--- config.mk ---
export PLATFORM = sky130hd
export DESIGN_NAME = sysbus_arbiter
export DESIGN_NICKNAME = d
export VERILOG_FILES = /design/src/rtl/sysbus_arbiter.sv
export SDC_FILE = /design/constraint.sdc
export NUM_CORES = 1
export LEC_CHECK = 0
export ABC_AREA = 1
export CAP_MARGIN = 0
export CELL_PAD_IN_SITES_DETAIL_PLACEMENT = 1
export CELL_PAD_IN_SITES_GLOBAL_PLACEMENT = 2
export CORE_MARGIN = 3
export CORE_UTILIZATION = 19
export CTS_CLUSTER_SIZE = 30
export DETAILED_ROUTE_END_ITERATION = 8
export GPL_TIMING_DRIVEN = 0
export PLACE_DENSITY = 0.95
export SYNTH_ARGS = -nofsm -noshare
export SYNTH_HDL_FRONTEND = slang
export SYNTH_SLANG_ARGS = --single-unit
--- constraint.sdc ---
create_clock -name clk -period 3.3 [get_ports clk]
set_clock_uncertainty 0.05 [all_clocks]
set_input_delay 0.66 -clock clk [delete_from_list [all_inputs] [get_ports clk]]
set_output_delay 0.66 -clock clk [all_outputs]
set_load 0.02 [all_outputs]
--- src/rtl/sysbus_arbiter.sv ---
// sysbus_arbiter: shares one external system bus between the fetch path (M0)
// and the data path (M1), one outstanding transaction at a time.
// Flow: IDLE -> ADDR (command phase) -> RESP (response phase) -> IDLE.
// Fetch responses can be killed after a pipeline flush, and a cycle counter
// aborts a hung transaction with an error response.
// Optional feature: define BUS_ARB_RR_EN for round-robin arbitration;
// the default build uses fixed priority with M1 over M0.
module sysbus_arbiter #(
  parameter int ADDR_W         = 32,
  parameter int DATA_W         = 32,
  parameter int TIMEOUT_CYCLES = 255
) (
  input  logic                clk,
  input  logic                rst,
  // fetch master (M0)
  input  logic                m0_req,
  input  logic [ADDR_W-1:0]   m0_addr,
  input  logic                m0_kill,
  output logic                m0_gnt,
  output logic                m0_rvalid,
  output logic [DATA_W-1:0]   m0_rdata,
  output logic                m0_err,
  // data master (M1)
  input  logic                m1_req,
  input  logic                m1_we,
  input  logic [ADDR_W-1:0]   m1_addr,
  input  logic [DATA_W-1:0]   m1_wdata,
  input  logic [DATA_W/8-1:0] m1_wstrb,
  output logic                m1_gnt,
  output logic                m1_rvalid,
  output logic [DATA_W-1:0]   m1_rdata,
  output logic                m1_err,
  // external bus
  output logic                bus_valid,
  input  logic                bus_ready,
  output logic                bus_we,
  output logic [ADDR_W-1:0]   bus_addr,
  output logic [DATA_W-1:0]   bus_wdata,
  output logic [DATA_W/8-1:0] bus_wstrb,
  input  logic                bus_rvalid,
  input  logic [DATA_W-1:0]   bus_rdata,
  input  logic                bus_err,
  // status
  output logic                busy,
  output logic                owner
);

  typedef enum logic [1:0] {
    IDLE = 2'd0,
    ADDR = 2'd1,
    RESP = 2'd2
  } state_t;

  localparam int TCNT_W = (TIMEOUT_CYCLES > 1) ? $clog2(TIMEOUT_CYCLES + 1) : 1;
  localparam logic [TCNT_W-1:0] TCNT_LIMIT = TCNT_W'(TIMEOUT_CYCLES);

  state_t            state;
  logic [TCNT_W-1:0] tcnt;
  logic              killed;
  logic              grant_m1;
  logic              timeout_hit;
  logic              resp_hit;
  logic              done;
  logic              rsp_err;
  logic [DATA_W-1:0] rsp_data;

`ifdef BUS_ARB_RR_EN
  logic rr_last;  // 0 = M0 won last, 1 = M1 won last

  // Round-robin: on contention the master that did not win last time goes.
  always_comb begin
    grant_m1 = m1_req && (!m0_req || !rr_last);
  end
`else
  // Fixed priority: M1 (data) always beats M0 (fetch).
  always_comb begin
    grant_m1 = m1_req;
  end
`endif

  // Completion and response steering; bus response takes precedence over timeout.
  always_comb begin
    // NOTE: every signal gets a default first so no path through this block can infer a latch.
    timeout_hit = 1'b0;
    if (TIMEOUT_CYCLES != 0) begin
      timeout_hit = (state != IDLE) && (tcnt == TCNT_LIMIT);
    end
    resp_hit  = (state == RESP) && bus_rvalid;
    done      = resp_hit || timeout_hit;
    rsp_err   = resp_hit ? bus_err : 1'b1;
    rsp_data  = resp_hit ? bus_rdata : '0;

    // A flushed fetch is dropped whether the kill came earlier or arrives now.
    m0_rvalid = done && !owner && !killed && !m0_kill;
    m1_rvalid = done && owner;
    m0_rdata  = m0_rvalid ? rsp_data : '0;
    m1_rdata  = m1_rvalid ? rsp_data : '0;
    m0_err    = m0_rvalid && rsp_err;
    m1_err    = m1_rvalid && rsp_err;

    // A timeout in the command phase withdraws the command without acceptance.
    bus_valid = (state == ADDR) && !timeout_hit;
    busy      = (state != IDLE);
  end

  // Transaction FSM with latched bus payload, grant pulses, kill flag and timeout counter.
  always_ff @(posedge clk or negedge rst) begin
    if (!rst) begin
      state     <= IDLE;
      owner     <= 1'b0;
      killed    <= 1'b0;
      tcnt      <= '0;
      m0_gnt    <= 1'b0;
      m1_gnt    <= 1'b0;
      bus_we    <= 1'b0;
      bus_addr  <= '0;
      bus_wdata <= '0;
      bus_wstrb <= '0;
`ifdef BUS_ARB_RR_EN
      rr_last   <= 1'b1;
`endif
    end else begin
      // NOTE: non-blocking assignments so every flop here samples pre-edge values.
      m0_gnt <= 1'b0;
      m1_gnt <= 1'b0;
      case (state)
        IDLE: begin
          tcnt   <= '0;
          killed <= 1'b0;
          if (m0_req || m1_req) begin
            state  <= ADDR;
            owner  <= grant_m1;
            m0_gnt <= !grant_m1;
            m1_gnt <= grant_m1;
`ifdef BUS_ARB_RR_EN
            rr_last <= grant_m1;
`endif
            if (grant_m1) begin
              bus_we    <= m1_we;
              bus_addr  <= m1_addr;
              bus_wdata <= m1_wdata;
              bus_wstrb <= m1_wstrb;
            end else begin
              // fetches are always plain reads
              bus_we    <= 1'b0;
              bus_addr  <= m0_addr;
              bus_wdata <= '0;
              bus_wstrb <= '0;
            end
          end
        end
        ADDR, RESP: begin
          if (TIMEOUT_CYCLES != 0) begin
            tcnt <= tcnt + TCNT_W'(1);
          end
          if (!owner && m0_kill) begin
            killed <= 1'b1;
          end
          if (done) begin
            state <= IDLE;
          end else if (state == ADDR && bus_ready) begin
            state <= RESP;
          end
        end
        default: state <= IDLE;
      endcase
    end
  end

endmodule
==> impl_results.md, run 1 <==
* HP Class: input pin to async pin
* # fillers at roughly 2600
* Syn Nets at between 700 and 800
* Die height at ~160 µm
* Routed WL at 18.2 mm
* Vias in the first global route at 5057
* Hold WS at approximately 0.27 ns
* Critical Setup Path Class: input pin to output pin
* Number of CTS-inserted buffers at 9
* Pint at 3.48 mW
* I/O pins at approximately 280
* Synth Area in Simple Gates at 0.299
* Unrepaired setup endpoints after global routing: false
* Post-CTS setup buffer count at 0
* Starting Density at 0.195
* Compound-Gate Fraction of Synth Area at 0.106
* Mapped Cells at 578
* Comb pwr share at 0.553
* WP data arrival at 2.49 ns
* Syn-to-layout area delta at 81.3%
* # nets final at 1019
* Placed cell area at 7490 µm²
* Leakage at between 3 and 4 nW
* Fmax at 0.312 GHz
* Die Width at 156 µm
* Clk_lat worst skew at between 0.3 and 0.4 ns
* Global-route wire length before repair at around 28 mm
* Mux cell area share after synthesis at 0
* Seq pwr share at 0.289
* Worst slew margin at 0.601
* CTS tree: done
* Status: finished, final reports clean
* Sequential fraction of the synthesis area at 0.484
* Max cap viols at 0
* Cell area after synthesis at 4300 µm²
* Crit path cell chain: clkdlybuf4s50_1 -> nand2_1 -> clkinv_1 -> buf_2 -> nand2_1 -> nor2_1 -> clkdlybuf4s50_1
* Crit path launch type: input pin
* Port Buffer Count at 282
* Placer Congestion at 0.756
* Post-layout min period at around 3.2 ns
* Final core occ at 0.354
* Seq cells post-synth at between 80 and 90
* ANT nets after route at 0
* Post-Place Cells at 1141
* Cell Pwr Density at 783 nW/µm²
* N_diodes at 0
* Setup crit end kind: output pin
* Part of the power in the clock network at 0.158
* Vias per inst at 4.19
* Synth warn at 0
* Setup TNS at 0 ns
* Xor and xnor fraction of the mapped netlist area at 0.00204
* Commonest cells after routing, fill and taps aside: clkdlybuf4s50_1 (277), nand2_1 (166), nor2_1 (106)
* Initial DRC count at 134
* Slowest cell on crit path: clkdlybuf4s50_1
* Commonest non-fill, non-tap cell in the layout: clkdlybuf4s50_1
* CTS sink count at 83
* Worst setup margin at between 0.09 and 0.1 ns
* Slowest cell delay on critical path at roughly 0.63 ns
* Avg Inst Size Synth at 7.43 µm²
* Post-Synth Adder-Cell Area at 0.0175
* Routed vias at roughly 4800
* Clock-pin transition on the worst setup and hold timing paths at 0.07 ns
* Site Rows at 54
* H-tree depth at 3
* CP required at 2.59 ns
* VDD IR max at 0.351 mV
* DR pass1 iterations at 4
* Placement Setup Slack at -0.0747 ns
* Crit share post-route at 0.971
* Ratio of cells with drive above 1 in the final layout at 0.0718
* DP HPWL at between 10 and 15 mm
* Hold Fails Final Rpt at 0
* Congestion Overflow GR at 0
* R2R setup slack at between 1 and 1.5 ns
* Post-route DRC at 0
* Die ar. at 24400 µm²
* Clock buffer depth at 2
* # setup viols final at 0
* Final Total Pwr at 6.09 mW
* Overall routing resource usage at 0.146
* Switching power at 2.62 mW
* Core box area at 22000 µm²
* DR WL/cell at 15.8 µm
* Switch share at 0.430
* Slew @ Worst Pin at ~0.6 ns
* Largest net degree at the start of global routing at between 40 and 50
* Finished Cell Area at just under 8000 µm²
* Max-slew violation count at 0
* Root buf cell: clkbuf_16
* Initial antenna violation count at 0
* Post-Layout Cell Count at 1157
* Largest family of logic cells by synthesized area: simple AND/OR/NAND/NOR gates
* Worst Path Max Fanout at 10
* Yosys cell types at 20
power by group through the flow:
stage | sequential [mW] | combinational, mW | clock [mW]
global placement | 1.75 | 3.37 | 0
finish | 1.76 | 3.37 | 0.963
floorplan | 2.27 | 1.23 | 0
CTS | 1.77 | 3.45 | 1.01
detailed placement | 1.77 | 3.45 | 0
global route | 1.83 | 3.70 | 1.05
final timing paths:
| check | start | end | cells after the start |
|---|---|---|---|
| worst max-delay path | bus_rvalid | m0_rdata[26] | 7 |
| worst min-delay path | rst | bus_addr[4] | 1 |
| worst max register to register | state[0] | bus_wstrb[0] | 7 |
| worst min register to register | bus_wstrb[1] | bus_wstrb[1] | 2 |
| max in group asynchronous | rst | bus_wdata[0] | 2 |
| min in group clk | bus_wstrb[1] | bus_wstrb[1] | 2 |
cells in the mapped netlist, drive strengths merged:
cell type  instances  area (µm²)
inv               49         184
a21boi             1        7.51
o21ai             39         195
clkinv             2        7.51
o21bai             1        7.51
buf               25         161
clkbuf            11        41.3
nand4              4        25.0
nand2            166         623
nor2             106         398
nor3               2        10.0
nand3             46         230
a21oi             36         244
dfrtp             83        2080
ha                 6        75.1
xor2               1        8.76
cell families after synthesis:
kind of cell / count (synthesis)
compound gates: 77
xor+xnor: 1
fa+ha+maj: 6
buf+inv: 87
flops: 83
simple gates: 324
area by class of cell:
type	count	area, µm²	area share
well taps	280	350	0.0450
repair buffers	283	2850	0.366
plain buffers	36	205	0.0263
inverters	51	191	0.0246
clock buffers	11	243	0.0312
multi-input cells	408	1830	0.235
flip-flops and latches	83	2080	0.267
clock inverters	5	37.5	0.00482
state kept, by name, indices dropped and copies added (netlist names), 2 cells and up:
name and cells:
bus_addr 32, bus_wdata 32, tcnt 8, bus_wstrb 4, state 2
worst max-delay path: cells and delay by family:
kind	cells	cell delay, ns
buf+inv	4	1.46
simple gates	3	0.38
layer usage:
metal	part of all wire	up-vias	track usage
met3	0.074	8	0.0412
met5	0	-	0
met1	0.41	2260	0.171
met4	0.0093	0	0.0346
li1	-	2391	-
met2	0.51	185	0.262
repair_timing:
action | in CTS | in global routing
pin swaps | 0 | 0
hold buffers | 0 | 0
resized for setup | 2 | 7
setup endpoints to repair | 1 | 28
Note: power is estimated with default switching activity, not from simulation.
==> inputs of run 2 (changes only) <==
--- a/config.mk
+++ b/config.mk
@@ -7,7 +7,7 @@
 export LEC_CHECK = 0
 export ABC_AREA = 1
 export CAP_MARGIN = 0
-export CELL_PAD_IN_SITES_DETAIL_PLACEMENT = 1
+export CELL_PAD_IN_SITES_DETAIL_PLACEMENT = 2
 export CELL_PAD_IN_SITES_GLOBAL_PLACEMENT = 2
 export CORE_MARGIN = 3
 export CORE_UTILIZATION = 19
==> run 2 against run 1 <==
  * Clock power up 13%
  * Worst hold slack better by 0.017 ns
  * Cell area up 0.69%
  * Global-route usage up 1.8 points
  * Largest cell class unchanged
  * Highest routed layer unchanged
==> impl_results.md, run 2 (synthesis results as in run 1) <==
* Max-slew violation count at 0 (unchanged)
* CP required at 2.59 ns (about the same)
* Hold Fails Final Rpt at 0 (unchanged)
* Post-layout min period at 3.23 ns (was 3.20 ns)
* Slew @ Worst Pin at 0.614 ns (was 0.598 ns)
* # fillers at 2511 (was 2645)
* Root buf cell: clkbuf_16 (unchanged)
* Global-route wire length before repair at 31.4 mm (was 28.1 mm)
* Post-Layout Cell Count at 1155 (was 1157)
* H-tree depth at 3 (unchanged)
* Largest regs: bus_addr (32), bus_wdata (32), tcnt (8) (unchanged)
* M1 WL at 7.87 mm (was 7.48 mm)
* Initial antenna violation count at 0 (unchanged)
* DP HPWL at 16.8 mm (was 14.8 mm)
* Wire length on met2 at 10.8 mm (was 9.24 mm)
* Max cap viols at 0 (unchanged)
* Starting Density at 0.195 (unchanged)
* Commonest non-fill, non-tap cell in the layout: clkdlybuf4s50_1 (unchanged)
* DR WL/cell at 17.7 µm (was 15.8 µm)
* Worst Path Max Fanout at 10 (unchanged)
* Post-route DRC at 0 (unchanged)
* ANT nets after route at 0 (unchanged)
* Post-Place Cells at 1141 (unchanged)
* Clock-pin transition on the worst setup and hold timing paths at 0.07 ns (about the same)
* Highest routed layer: met4 (unchanged)
* Critical Path Source: bus_rvalid (unchanged)
* Die ar. at 24400 µm² (unchanged)
* Post-CTS Hold Buffers at 0 (unchanged)
* Port Buffer Count at 282 (unchanged)
* Die height at 156 µm (unchanged)
* Ratio of cells with drive above 1 in the final layout at 0.0720 (was 0.0718)
* Congestion Overflow GR at 0 (unchanged)
* HP Class: input pin to async pin (unchanged)
* Critical Setup Path Class: input pin to output pin (unchanged)
* CTS sink count at 83 (unchanged)
* I/O pins at 283 (unchanged)
* N_diodes at 0 (unchanged)
* Cell Pwr Density at 803 nW/µm² (was 783 nW/µm²)
* Worst slew margin at 0.591 (was 0.601)
* Placer Congestion at 0.756 (unchanged)
* Vias in the first global route at 5674 (was 5057)
* Fmax at 0.309 GHz (was 0.312 GHz)
* Site Rows at 54 (unchanged)
* Overall routing resource usage at 0.163 (was 0.146)
* Leakage at 3.61 nW (was 3.48 nW)
* # setup viols final at 0 (unchanged)
* Setup TNS at 0 ns (unchanged)
* Largest net degree at the start of global routing at 44 (unchanged)
* # nets final at 1019 (unchanged)
* Commonest cells after routing, fill and taps aside: clkdlybuf4s50_1 (271), nand2_1 (166), nor2_1 (106) (was clkdlybuf4s50_1 (277), nand2_1 (166), nor2_1 (106))
* CTS tree: done (unchanged)
* Status: finished, final reports clean (unchanged)
* Number of CTS-inserted buffers at 9 (unchanged)
* DR pass1 iterations at 4 (unchanged)
* Vias per inst at 4.41 (was 4.19)
* Crit share post-route at 0.979 (was 0.971)
* Core box area at 22000 µm² (unchanged)
* Clock buffer depth at 2 (unchanged)
* Syn-to-layout area delta at 82.6% (was 81.3%)
* Routed WL at 20.5 mm (was 18.2 mm)
* Setup crit end kind: output pin (unchanged)
* Die Width at 156 µm (unchanged)
* Crit path launch type: input pin (unchanged)
* VDD IR max at 0.328 mV (was 0.351 mV)
* Routed vias at 5093 (was 4844)
* Clk_lat worst skew at 0.33 ns (about the same)
* Met3 WL at 1.42 mm (was 1.34 mm)
* WP data arrival at 2.52 ns (was 2.49 ns)
* Reg2reg start: state[1] (was state[0])
* Initial DRC count at 205 (was 134)
run 2: cell count changes in the layout (fill, tap and decap cells not counted), sizes merged, moves of 2 or more:
cell | before | now
dlymetal6s2s | 3 | 9
buf | 28 | 26
bufinv | 0 | 2
clkdlybuf4s50 | 277 | 271
run 2: worst paths after layout:
| check | end | depth (start not counted) | slack (ns) |
|---|---|---|---|
| worst max-delay path | m1_rdata[17] | 7 | 0.07 |
| worst min-delay path | bus_addr[4] | 1 | 0.28 |
| worst max register to register | owner | 6 | 1.43 |
| worst min register to register | bus_wstrb[3] | 2 | 0.45 |
| max in group asynchronous | bus_wdata[28] | 2 | 2.27 |
| min in group clk | bus_wstrb[3] | 2 | 0.45 |
run 2: metal layers:
| layer | vias to the layer above | global-route usage |
|---|---|---|
| li1 | 2379 | - |
| met1 | 2507 | 0.180 |
| met2 | 188 | 0.308 |
| met3 | 19 | 0.0429 |
| met4 | 0 | 0.0421 |
| met5 | - | 0 |
run 2: timing repair:
action,4_1_cts,5_1_grt
endpoints found under the setup margin,4,29
resized for setup,3,13
endpoints found under the hold margin,0,0
setup buffers,0,0
run 2: cell type report:
| cell class | instances | area [µm²] | share of cell area |
|---|---|---|---|
| Inverter | 51 | 191 | 0.0244 |
| Tap cell | 280 | 350 | 0.0447 |
| Buffer | 36 | 209 | 0.0266 |
| Clock inverter | 4 | 76.3 | 0.00973 |
| Timing Repair Buffer | 283 | 2870 | 0.366 |
| Multi-Input combinational cell | 408 | 1830 | 0.233 |
| Clock buffer | 10 | 239 | 0.0305 |
| Sequential cell | 83 | 2080 | 0.265 |
run 2: power breakdown:
part	internal [mW]	leakage, nW	switching, mW
registers	1.48	1.01	0.290
clock network	0.677	0.151	0.415
logic	1.46	2.45	1.97
total	3.62	3.61	2.68
run 2: critical path, cell delays in order:
cell,delay [ns]
clkdlybuf4s50_1,0.46
nand2_1,0.10
clkinv_1,0.14
buf_2,0.25
nand2_1,0.10
nor2_1,0.17
clkdlybuf4s50_1,0.64
run 2: stage by stage:
step / area, µm² / worst slack [ns] / total power [mW] / hold WS, ns / util
3_3_place_gp: 7470 / -1.81 / 5.13 / 0.431 / 0.339
6_report: 7840 / 0.0678 / 6.30 / 0.285 / 0.356
4_1_cts: 7810 / 0.0350 / 6.44 / 0.298 / 0.355
2_1_floorplan: 4300 / 1.12 / 3.50 / 0.314 / -
3_5_place_dp: 7490 / -0.113 / 5.30 / 0.444 / 0.340
5_1_grt: 7840 / -0.00900 / 6.78 / 0.315 / 0.356
==> inputs of run 3 (changes only) <==
--- a/config.mk
+++ b/config.mk
@@ -10,7 +10,8 @@
 export CELL_PAD_IN_SITES_DETAIL_PLACEMENT = 2
 export CELL_PAD_IN_SITES_GLOBAL_PLACEMENT = 2
 export CORE_MARGIN = 3
-export CORE_UTILIZATION = 19
+export CORE_UTILIZATION = 20
+export CTS_BUF_LIST = sky130_fd_sc_hd__clkbuf_2 sky130_fd_sc_hd__clkbuf_4 sky130_fd_sc_hd__clkbuf_8
 export CTS_CLUSTER_SIZE = 30
 export DETAILED_ROUTE_END_ITERATION = 8
 export GPL_TIMING_DRIVEN = 0
==> run 3 against run 2 <==
  * First-iteration DRC count is 34% lower
  * Routed wire length hardly changed
  * Critical path depth is the same
  * Setup slack got worse by 0.041 ns
  * Non-clock buffer count did not move
  * Worst hold slack worse by 0.16 ns
==> impl_results.md, run 3 (synthesis results as in run 1) <==
* Clock buffer depth at 2 (unchanged)
* Placer Congestion at 0.861 (was 0.756)
* Vias per inst at 4.36 (was 4.41)
* Switching power at 2.69 mW (was 2.68 mW)
* Initial DRC count at 135 (was 205)
* CP required at 2.59 ns (about the same)
* CTS tree: done (unchanged)
* Routing usage on met3 at 0.0381 (was 0.0429)
* WP buf/inv at 4 (unchanged)
* Slowest cell delay on critical path at 0.63 ns (was 0.64 ns)
* Initial antenna violation count at 0 (unchanged)
* DR pass1 iterations at 4 (unchanged)
* Overall routing resource usage at 0.168 (was 0.163)
* Post-Layout Cell Count at 1147 (was 1155)
* Die ar. at 23300 µm² (was 24400 µm²)
* Clock-pin transition on the worst setup and hold timing paths at 0.10 ns (was 0.07 ns)
* Hold Fails Final Rpt at 0 (unchanged)
* Port Buffer Count at 282 (unchanged)
* Max-slew violation count at 0 (unchanged)
* Post-layout min period at 3.27 ns (was 3.23 ns)
* # nets final at 1019 (unchanged)
* Met1 Use GR at 0.191 (was 0.180)
* Cell Pwr Density at 769 nW/µm² (was 803 nW/µm²)
* Pint at 3.29 mW (was 3.62 mW)
* Worst setup margin at 0.0264 ns (was 0.0678 ns)
* CTS sink count at 83 (unchanged)
* Post-Place Cells at 1131 (was 1141)
* Met2 usage at 0.316 (was 0.308)
* R2R setup slack at 1.47 ns (was 1.43 ns)
* # fillers at 2381 (was 2511)
* Crit path cell chain: clkdlybuf4s50_1 -> nand2_1 -> inv_2 -> clkbuf_4 -> nand2_1 -> nor2_1 -> clkdlybuf4s50_1 (was clkdlybuf4s50_1 -> nand2_1 -> clkinv_1 -> buf_2 -> nand2_1 -> nor2_1 -> clkdlybuf4s50_1)
* Vias in the first global route at 5686 (was 5674)
* I/O pins at 283 (unchanged)
* Syn-to-layout area delta at 81.1% (was 82.6%)
* Commonest cells after routing, fill and taps aside: clkdlybuf4s50_1 (245), nand2_1 (166), nor2_1 (106) (was clkdlybuf4s50_1 (271), nand2_1 (166), nor2_1 (106))
* Largest regs: bus_addr (32), bus_wdata (32), tcnt (8) (unchanged)
* Worst Path Max Fanout at 10 (unchanged)
* DP HPWL at 16.4 mm (was 16.8 mm)
* Largest net degree at the start of global routing at 64 (was 44)
* DR WL/cell at 17.8 µm (was 17.7 µm)
* Reg2reg start: state[0] (was state[1])
* Status: finished, final reports clean (unchanged)
* Number of CTS-inserted buffers at 9 (unchanged)
* H-tree depth at 3 (unchanged)
* Die Width at 153 µm (was 156 µm)
* Congestion Overflow GR at 0 (unchanged)
* HP Class: input pin to async pin (unchanged)
* Largest delay contributor family on the critical path: buffers and inverters (unchanged)
* # resized after CTS at 3 (unchanged)
* Comb pwr share at 0.577 (was 0.545)
* Setup TNS at 0 ns (unchanged)
* Ratio of cells with drive above 1 in the final layout at 0.0741 (was 0.0720)
* Leakage at 4.02 nW (was 3.61 nW)
* Starting Density at 0.208 (was 0.195)
* R2R cell count at 7 (was 6)
* Crit share post-route at 0.992 (was 0.979)
* Final core occ at 0.376 (was 0.356)
* Die height at 153 µm (was 156 µm)
* Seq pwr share at 0.294 (was 0.282)
* Clk_lat worst skew at 0.36 ns (was 0.33 ns)
* Post-route DRC at 0 (unchanged)
* Slowest cell on crit path: clkdlybuf4s50_1 (unchanged)
* Routed vias at 5004 (was 5093)
* Crit path launch type: input pin (unchanged)
* # setup viols final at 0 (unchanged)
* ANT nets after route at 0 (unchanged)
* Most Crowded Layer GR: met2 (unchanged)
* VDD IR max at 0.327 mV (was 0.328 mV)
* Slew @ Worst Pin at 0.525 ns (was 0.614 ns)
* Part of the power in the clock network at 0.129 (was 0.173)
* WP data arrival at 2.56 ns (was 2.52 ns)
* Global-route wire length before repair at 31.6 mm (was 31.4 mm)
* Fmax at 0.305 GHz (was 0.309 GHz)
* Placement Setup Slack at -0.0290 ns (was -0.113 ns)
* Critical Setup Path Class: input pin to output pin (unchanged)
* Max cap viols at 0 (unchanged)
* Routed WL at 20.4 mm (was 20.5 mm)
* Worst slew margin at 0.650 (was 0.591)
* Core box area at 20700 µm² (was 22000 µm²)
* Setup crit end kind: output pin (unchanged)
* Switch share at 0.449 (was 0.425)
* Root buf cell: clkbuf_8 (was clkbuf_16)
* N_diodes at 0 (unchanged)
* Post-CTS setup buffer count at 0 (unchanged)
* FF-to-FF End: bus_wdata[30] (was owner)
* Commonest non-fill, non-tap cell in the layout: clkdlybuf4s50_1 (unchanged)
* Post-CTS Hold Buffers at 0 (unchanged)
* Site Rows at 52 (was 54)
==> run 3: cell types whose count changed in the layout (fill, tap and decap cells not counted), moves of 2 or more <==
cell	before	now
buf_2	17	15
clkbuf_16	9	0
clkdlybuf4s50_1	271	245
dlymetal6s2s_1	9	34
clkbuf_4	1	3
clkbuf_8	1	9
==> run 3: routing by layer <==
| metal | part of all wire | vias up |
|---|---|---|
| met5 | 0 | - |
| met4 | 0.018 | 0 |
| met3 | 0.059 | 24 |
| met2 | 0.52 | 189 |
| met1 | 0.41 | 2409 |
| li1 | - | 2382 |
==> run 3: power groups by stage <==
stage / clock network (mW) / logic, mW / registers, mW
3_3_place_gp: 0 / 3.37 / 1.75
4_1_cts: 0.808 / 3.52 / 1.77
5_1_grt: 0.846 / 3.74 / 1.83
3_5_place_dp: 0 / 3.50 / 1.78
6_report: 0.770 / 3.45 / 1.76
2_1_floorplan: 0 / 1.23 / 2.27
==> run 3: through the flow <==
| step | instance area, µm² | hold slack [ns] | power (mW) |
|---|---|---|---|
| 6_report | 7780 | 0.123 | 5.98 |
| 3_3_place_gp | 7460 | 0.433 | 5.12 |
| 3_5_place_dp | 7480 | 0.441 | 5.28 |
| 2_1_floorplan | 4300 | 0.314 | 3.50 |
| 4_1_cts | 7680 | 0.101 | 6.10 |
| 5_1_grt | 7780 | 0.118 | 6.41 |
==> run 3: final cells by class <==
| cell class | instances | area [µm²] | share of cell area |
|---|---|---|---|
| Timing Repair Buffer | 283 | 2930 | 0.377 |
| Sequential cell | 83 | 2080 | 0.267 |
| Multi-Input combinational cell | 408 | 1830 | 0.235 |
| Tap cell | 270 | 338 | 0.0434 |
| Buffer | 36 | 213 | 0.0273 |
| Inverter | 51 | 191 | 0.0246 |
| Clock buffer | 9 | 124 | 0.0159 |
| Clock inverter | 7 | 76.3 | 0.00981 |
==> run 3: worst max path at each step <==
stage	to	startpoint	slack (ns)	cells past startpoint
floorplan	m0_err	bus_rvalid	1.12	4
global placement	bus_addr[8]	rst	-1.94	1
detailed placement	m0_rdata[23]	bus_rvalid	-0.03	7
CTS	m1_rdata[17]	bus_rvalid	0.001	7
global route	m1_rdata[22]	bus_rvalid	-0.06	7
finish	m1_rdata[22]	bus_rvalid	0.03	7
